`config.mk`:
```
export PLATFORM = sky130hd
export DESIGN_NAME = memory_arbiter
export DESIGN_NICKNAME = d
export VERILOG_FILES = /design/src/rtl/memory_arbiter.sv
export SDC_FILE = /design/constraint.sdc
export NUM_CORES = 1
export LEC_CHECK = 0
export ABC_AREA = 0
export CAP_MARGIN = 40
export CORE_AREA = 2 2 104 106
export DETAILED_ROUTE_END_ITERATION = 7
export DIE_AREA = 0 0 106 108
export PLACE_DENSITY_LB_ADDON = 0.12
export SKIP_LAST_GASP = 1
export SLEW_MARGIN = 20
export SYNTH_ARGS = -nofsm -noshare
export SYNTH_HDL_FRONTEND = slang
export SYNTH_SLANG_ARGS = --single-unit
```
`constraint.sdc`:
```
create_clock -name CLK -period 2.27 [get_ports CLK]
set_clock_uncertainty 0.05 [all_clocks]
set_input_delay 0.227 -clock CLK [delete_from_list [all_inputs] [get_ports CLK]]
set_output_delay 0.227 -clock CLK [all_outputs]
set_load 0.005 [all_outputs]
```
`src/rtl/memory_arbiter.sv`:
```
// memory_arbiter: serialises icache reads and dcache reads/writes onto one
// single-ported RAM, one registered transaction at a time.
//
// Ports:
//   CLK, RST           clock (rising edge), asynchronous active-high reset
//   iREN, iaddr        icache read request and word address
//   iwait, iload       icache wait (0 = read done this cycle), read data
//   dREN, dWEN         dcache read / write request (write wins if both)
//   daddr, dstore      dcache address and write data
//   dwait, dload       dcache wait (0 = access done this cycle), read data
//   ramREN, ramWEN     RAM read / write enables
//   ramaddr, ramstore  RAM address and write data
//   ramload, ramstate  RAM read data and status (FREE/BUSY/ACCESS/ERROR)
//   mem_err            one-cycle pulse after a transaction aborts on ERROR
module memory_arbiter #(
    parameter int WORD_W      = 32,
    parameter int DSTARVE_MAX = 4
) (
    input  logic              CLK,
    input  logic              RST,
    input  logic              iREN,
    input  logic [WORD_W-1:0] iaddr,
    output logic              iwait,
    output logic [WORD_W-1:0] iload,
    input  logic              dREN,
    input  logic              dWEN,
    input  logic [WORD_W-1:0] daddr,
    input  logic [WORD_W-1:0] dstore,
    output logic              dwait,
    output logic [WORD_W-1:0] dload,
    output logic              ramREN,
    output logic              ramWEN,
    output logic [WORD_W-1:0] ramaddr,
    output logic [WORD_W-1:0] ramstore,
    input  logic [WORD_W-1:0] ramload,
    input  logic [1:0]        ramstate,
    output logic              mem_err
);

    localparam int SW = $clog2(DSTARVE_MAX + 1);
    localparam logic [SW-1:0] DMAX = SW'(DSTARVE_MAX);

    localparam logic [1:0] RS_ACCESS = 2'd2;
    localparam logic [1:0] RS_ERROR  = 2'd3;

    typedef enum logic [1:0] {
        IDLE = 2'd0,
        IACC = 2'd1,
        DACC = 2'd2
    } state_t;

    state_t        state_q, state_d;
    logic [SW-1:0] dstreak_q, dstreak_d;
    logic          mem_err_q, mem_err_d;

    always_ff @(posedge CLK or posedge RST) begin
        if (RST) begin
            state_q   <= IDLE;
            dstreak_q <= '0;
            mem_err_q <= 1'b0;
        end else begin
            state_q   <= state_d;
            dstreak_q <= dstreak_d;
            mem_err_q <= mem_err_d;
        end
    end

    always_comb begin
        state_d   = state_q;
        dstreak_d = dstreak_q;
        mem_err_d = 1'b0;
        ramREN    = 1'b0;
        ramWEN    = 1'b0;
        ramaddr   = '0;
        ramstore  = '0;
        iwait     = 1'b1;
        dwait     = 1'b1;
        case (state_q)
            IDLE: begin
                // icache is forced once dcache has won DSTARVE_MAX times in a row
                if (iREN && dstreak_q == DMAX) begin
                    state_d = IACC;
                end else if (dREN || dWEN) begin
                    state_d = DACC;
                end else if (iREN) begin
                    state_d = IACC;
                end
            end
            IACC: begin
                ramaddr = iaddr;
                // a dropped request releases the RAM immediately, no completion
                if (!iREN) begin
                    state_d = IDLE;
                end else begin
                    ramREN = 1'b1;
                    if (ramstate == RS_ACCESS) begin
                        iwait     = 1'b0;
                        state_d   = IDLE;
                        dstreak_d = '0;
                    end else if (ramstate == RS_ERROR) begin
                        state_d   = IDLE;
                        mem_err_d = 1'b1;
                    end
                end
            end
            DACC: begin
                ramaddr  = daddr;
                ramstore = dstore;
                if (!(dREN || dWEN)) begin
                    state_d = IDLE;
                end else begin
                    ramWEN = dWEN;
                    ramREN = !dWEN;
                    if (ramstate == RS_ACCESS) begin
                        dwait   = 1'b0;
                        state_d = IDLE;
                        if (!iREN) begin
                            dstreak_d = '0;
                        end else if (dstreak_q != DMAX) begin
                            dstreak_d = dstreak_q + SW'(1);
                        end
                    end else if (ramstate == RS_ERROR) begin
                        state_d   = IDLE;
                        mem_err_d = 1'b1;
                    end
                end
            end
            default: begin
                state_d = IDLE;
            end
        endcase
    end

    assign iload   = ramload;
    assign dload   = ramload;
    assign mem_err = mem_err_q;

endmodule

```
# [Word level (Yosys, flattened, before mapping)]
# Cells that the tools add are included.
# W data, S select, Z words.
[word_totals] ff_bits=6 latch_bits=0 ram_bits=0 mem_bits_ro=0 inputBits=135 output_inout_bits=133 wordCells=54 mem_count=0
[op_classes] add_sub_neg=1 n_mul=0 div_mod_pow=0 order_cmp=0 eq_ne=12 shifts=0 muxes=32 n_bitwise=0 n_reduce_logical=6
[ops] op="$pmux W32 S2" count=1
[ops] op="$mux W32" count=1
[ops] op="$mux W3" count=6
[ops] op="$mux W2" count=7
[ops] op="$mux W1" count=13
[ops] op="$ne A2 B2 Y1 const B" count=4
[ops] op="$eq A2 B2 Y1 const B" count=3
[ops] op="$ne A3 B3 Y1 const B" count=2
[ops] op="$pmux W2 S3" count=1
[ops] op="$pmux W3 S2" count=1
[ops] op="$reduce_and A6 Y1" count=1
[ops] op="$ne A4 B4 Y1 const B" count=1
[ops] op="$pmux W1 S2" count=2
[ops] op="$add A3 B1 Y3 const B" count=1
[ops] op="$eq A3 B3 Y1 const B" count=1
[ops] op="$eq A2 B1 Y1 const B" count=1
[ops] op="$logic_not A2 Y1" count=1
[ops] op="$reduce_bool A2 Y1" count=1
[ops] op="$logic_and A1 B1 Y1" count=1
[ops] op="$logic_not A1 Y1" count=1
[ops] op="$logic_or A1 B1 Y1" count=1

# [Logic depth before layout (Yosys ltp)]
[depth] word_depth=6 depth_mapped=7

# [Worst setup path before layout]
# OpenSTA, ideal clock, no wires.
[synth_timing] kind="reg2out" from="reg state_q[0]" to="out ramREN" t_arrival_ns=1.280 required_time_ns=1.993 setup_slack_ns=0.713 stages_incl_launch_ff=8 path_buffers=2 cell_sequence="dfrtp_1 -> inv_1 -> ha_1 -> buf_6 -> clkbuf_1 -> nand2_1 -> o21ai_0 -> and2_1"
[synth_between] elab_chain_cells=2 elab_cells_between_ends=3 cone_classes="2 x eq/ne; 1 x mux"
[synth_lines] element="start, declared" line_no="52" text="state_t state_q, state_d;"
[synth_lines] element="start signal, assigned" line_no="62" text="state_q <= state_d;"
[synth_lines] element="$eq A2 B2 Y1 or $eq A2 B1 Y1 (tied branches)" line_no="78" text="case (state_q)"
[synth_lines] element="$pmux W1 S2 (*)" line_no="78"
[synth_lines] element="end, declared" line_no="31" text="output logic ramREN,"
# Every way passes the cells marked *; elsewhere a longest branch is shown, timed or not.

# [Worst setup path in the final report]
[layout_timing] from="reg state_q[0]" to="out ramaddr[21]"
[layout_between] elab_chain_cells=2 elab_cells_between_ends=3 cone_classes="2 x eq/ne; 1 x mux"
[layout_lines] element="$eq A2 B2 Y1 or $eq A2 B1 Y1 (tied branches)" line_no="78"
[layout_lines] element="$pmux W32 S2 (*)" line_no="78"
[layout_lines] element="end, declared" line_no="33" text="output logic [WORD_W-1:0] ramaddr,"
# Marks and branches as above.

==> summary.md <==
| Metric | Value |
|---|---|
| Post-synth EDFFs | `0` |
| Startpoint types | `register` |
| Hold Vio Cnt, Final | `0` |
| RePlAce Congestion | `approximately 0.70` |
| Cell taking the most area after synthesis | `buf_4` |
| Critical Path AT | `1.86 ns` |
| Max Slew Vio Count | `0` |
| Post-DP HPWL | `5.75 mm` |
| Root Buffer Master | `clkbuf_8` |
| DRT Pass-1 Iters | `4` |
| H-tree depth | `1` |
| CP startpoint | `state_q[0]$_DFFE_PP0P_` |
| Synth Flop Type | `dfrtp_1` |
| Worst Reg-to-Reg Cells | `7` |
| Mean Syn Cell Area | `7.29 um2` |
| Post-Syn Nets | `between 300 and 400` |
| Cell Int Power | `around 1.8 mW` |
| Crit-path max FO | `13` |
| Clock sink total | `6` |
| Reg area | `151 um2` |
| Clk network pwr share | `5.7%` |
| Share of total power in sequential cells | `6.6%` |
| Die height | `around 110 um` |
| Share of cells above drive strength 1 | `8.28%` |
| Final TNS setup | `0 ns` |
| CP max stage cell | `clkdlybuf4s50_1` |
| Status | `finished, final reports clean` |
| FF+latch count, synth | `6` |
| Sw power | `1.03 mW` |
| I/O pins | `268` |
| Max-cap check violation count | `0` |
| Multi-input logic area | `977 um2` |
| Category of the most critical setup path | `reg2out` |
| Syn-to-layout area delta | `95.4%` |
| Yosys warns | `0` |
| RSZ-0062 raised after global routing | `yes` |
| Mapped cell area | `0.00167 mm2` |
| Worst EP required | `1.99 ns` |
| Period minus WS final | `2.14 ns` |
| Fillers | `1,109` |
| Final hold slack | `0.186 ns` |
| Slew of the pin with the lowest slew margin | `0.286 ns` |
| Post-synth top area share | `29.2%` |
| Gr usage total | `roughly 12%` |
| Max incr delay on CP | `0.51 ns` |
| Crit-path cells | `inv_4 -> ha_4 -> buf_6 -> a22oi_1 -> nor2b_1 -> clkdlybuf4s50_1` |
| Worst path bufs/invs | `3` |
| Port buffer count | `171` |
| Fin crit share | `between 90% and 100%` |
| Core area | `0.0102 mm2` |
| # hold bufs at CTS | `0` |
| DR WL/cell | `roughly 15 um` |
| Longest Clk Path Bufs | `2` |
| CTS Buf Count | `3` |
| # diodes | `0` |
| Count leader, synth | `buf_4` |
| Total die area | `0.0114 mm2` |
| Die width | `106 um` |
| Worst hold path type | `in2async` |
| Comb pwr share | `87.7%` |
| Worst-Skew Late Latency | `0.23 ns` |
| Final wirelength | `7.16 mm` |
| Antenna Nets Post-Route | `0` |
| Clock transition at path regs | `0.04 ns` |
| DRC viols | `0` |
| F_max | `0.468 GHz` |
| Number of global-route vias before repair | `2,057` |
| DRT iter0 DRCs | `89` |
| Layout net count | `481` |
| Seq/Total Area, Yosys | `9.00%` |
| Async SR Flop Fraction | `100%` |
| Post-synth cell types | `29` |
| # setup viols final | `0` |
| CTS tree | `yes` |
| First-pass GRT wire length | `10.5 mm` |
| Leakage | `between 1 and 1.5 nW` |
| Worst reg2reg path endpoint | `dstreak_q[2]$_DFFE_PP0P_` |
| Final core occ | `31.9%` |
| Worst reg2reg startpoint | `state_q[0]$_DFFE_PP0P_` |
| GRT Residual Overflow | `0` |
| PwrDens | `about 870 mW/mm2` |
| Net Sw Frac | `36.4%` |
| Row cnt | `37` |
| R2R Setup Slk | `between 0.4 and 0.5 ns` |
| Synth top area cells | `buf_4 (29%), a22oi_1 (14%), and2_1 (13%), nor2b_1 (12%), dfrtp_1 (9.0%)` |
| Largest net degree at the start of global routing | `34` |
| Gate Count Post-Synth | `229` |
| Post-synth top cells | `buf_4 (65), and2_1 (34), a22oi_1 (32), nor2b_1 (32), clkbuf_1 (13)` |
| Initial antenna violation count | `0` |
| Initial Util | `16.3%` |
| Max VDD drop | `0.000307 V` |
| Setup crit end kind | `output pin` |
| Vias post-DR | `1,905` |
| Top Family by Delay on Critical Path | `buffers and inverters` |
| Vias per inst | `4.02` |
| Headroom to the max-slew limit | `80.8%` |
==> per-stage QoR <==
step | instance area [um2] | setup slack, ns | power (mW) | std cells
finish | 3260 | 0.134 | 2.84 | 474
global route | 3260 | -0.0102 | 3.11 | 474
CTS | 3220 | 0.0272 | 2.82 | 472
detailed placement | 3110 | 0.149 | 2.51 | 467
global placement | 3110 | 0.189 | 2.51 | 467
floorplan | 1670 | 0.713 | 1.30 | 229
==> cells in the final DEF (no fill, tap or decap), drive strengths merged, types with 2 or more instances in the layout <==
| cell | count |
|---|---|
| o21ai | 3 |
| nand2b | 3 |
| nand2 | 4 |
| buf | 14 |
| nor2 | 2 |
| and2 | 34 |
| a21oi | 3 |
| a22oi | 32 |
| ha | 6 |
| nor2b | 33 |
| clkbuf | 4 |
| a22o | 3 |
| dfrtp | 6 |
| clkdlybuf4s50 | 170 |
| inv | 7 |
| nand3 | 3 |
==> kinds of logic (layout without fill, tap and decap cells) <==
family / Yosys count / count (layout) / share of synthesized area, %
buffers and inverters: 87 / 196 / 34.7
adders and majority gates: 6 / 6 / 4.50
and+or+nand+nor: 83 / 83 / 31.0
muxes: 2 / 2 / 1.27
DFF: 6 / 6 / 9.00
AOI/OAI and AO/OA: 45 / 45 / 19.5
==> what timing repair did <==
| action | 4_1_cts | 5_1_grt |
|---|---|---|
| resized for setup | 10 | 6 |
| pin swaps | 0 | 1 |
| cloned | 0 | 1 |
| endpoints found under the hold margin | 0 | 0 |
| setup endpoints to repair | 19 | 31 |
| buffers inserted | 2 | 1 |
==> worst max-delay path by stage <==
| stage | endpoint | cells past startpoint |
|---|---|---|
| finish | ramaddr[21] | 6 |
| global route | ramaddr[11] | 6 |
| CTS | ramaddr[0] | 6 |
| detailed placement | ramaddr[0] | 6 |
| global placement | ramaddr[0] | 6 |
| floorplan | ramREN | 7 |
==> power by group through the flow <==
stage / Clock [mW] / Sequential, mW / Combinational, mW
4_1_cts: 0.169 / 0.184 / 2.47
6_report: 0.162 / 0.186 / 2.49
3_5_place_dp: 0 / 0.185 / 2.33
2_1_floorplan: 0 / 0.179 / 1.12
3_3_place_gp: 0 / 0.183 / 2.33
5_1_grt: 0.179 / 0.195 / 2.74
==> metal layers <==
metal	global-route usage (%)	wire length, um	vias up
li1	-	-	919
met1	11.2	2480	842
met2	23.1	3790	104
met3	2.29	598	40
met4	6.11	282	0
met5	0	0	-
==> registers in the layout (all words and copies together) (netlist names) <==
name and count:
dstreak_q 3, state_q 2, mem_err 1
==> area by class of cell <==
class,count,share of cell area [%]
repair buffers,186,58.0
multi-input cells,136,30.0
well taps,136,5.22
flip-flops and latches,6,4.64
clock buffers,3,1.27
inverters,7,0.882
No activity file was read; power rests on OpenSTA's default activity.
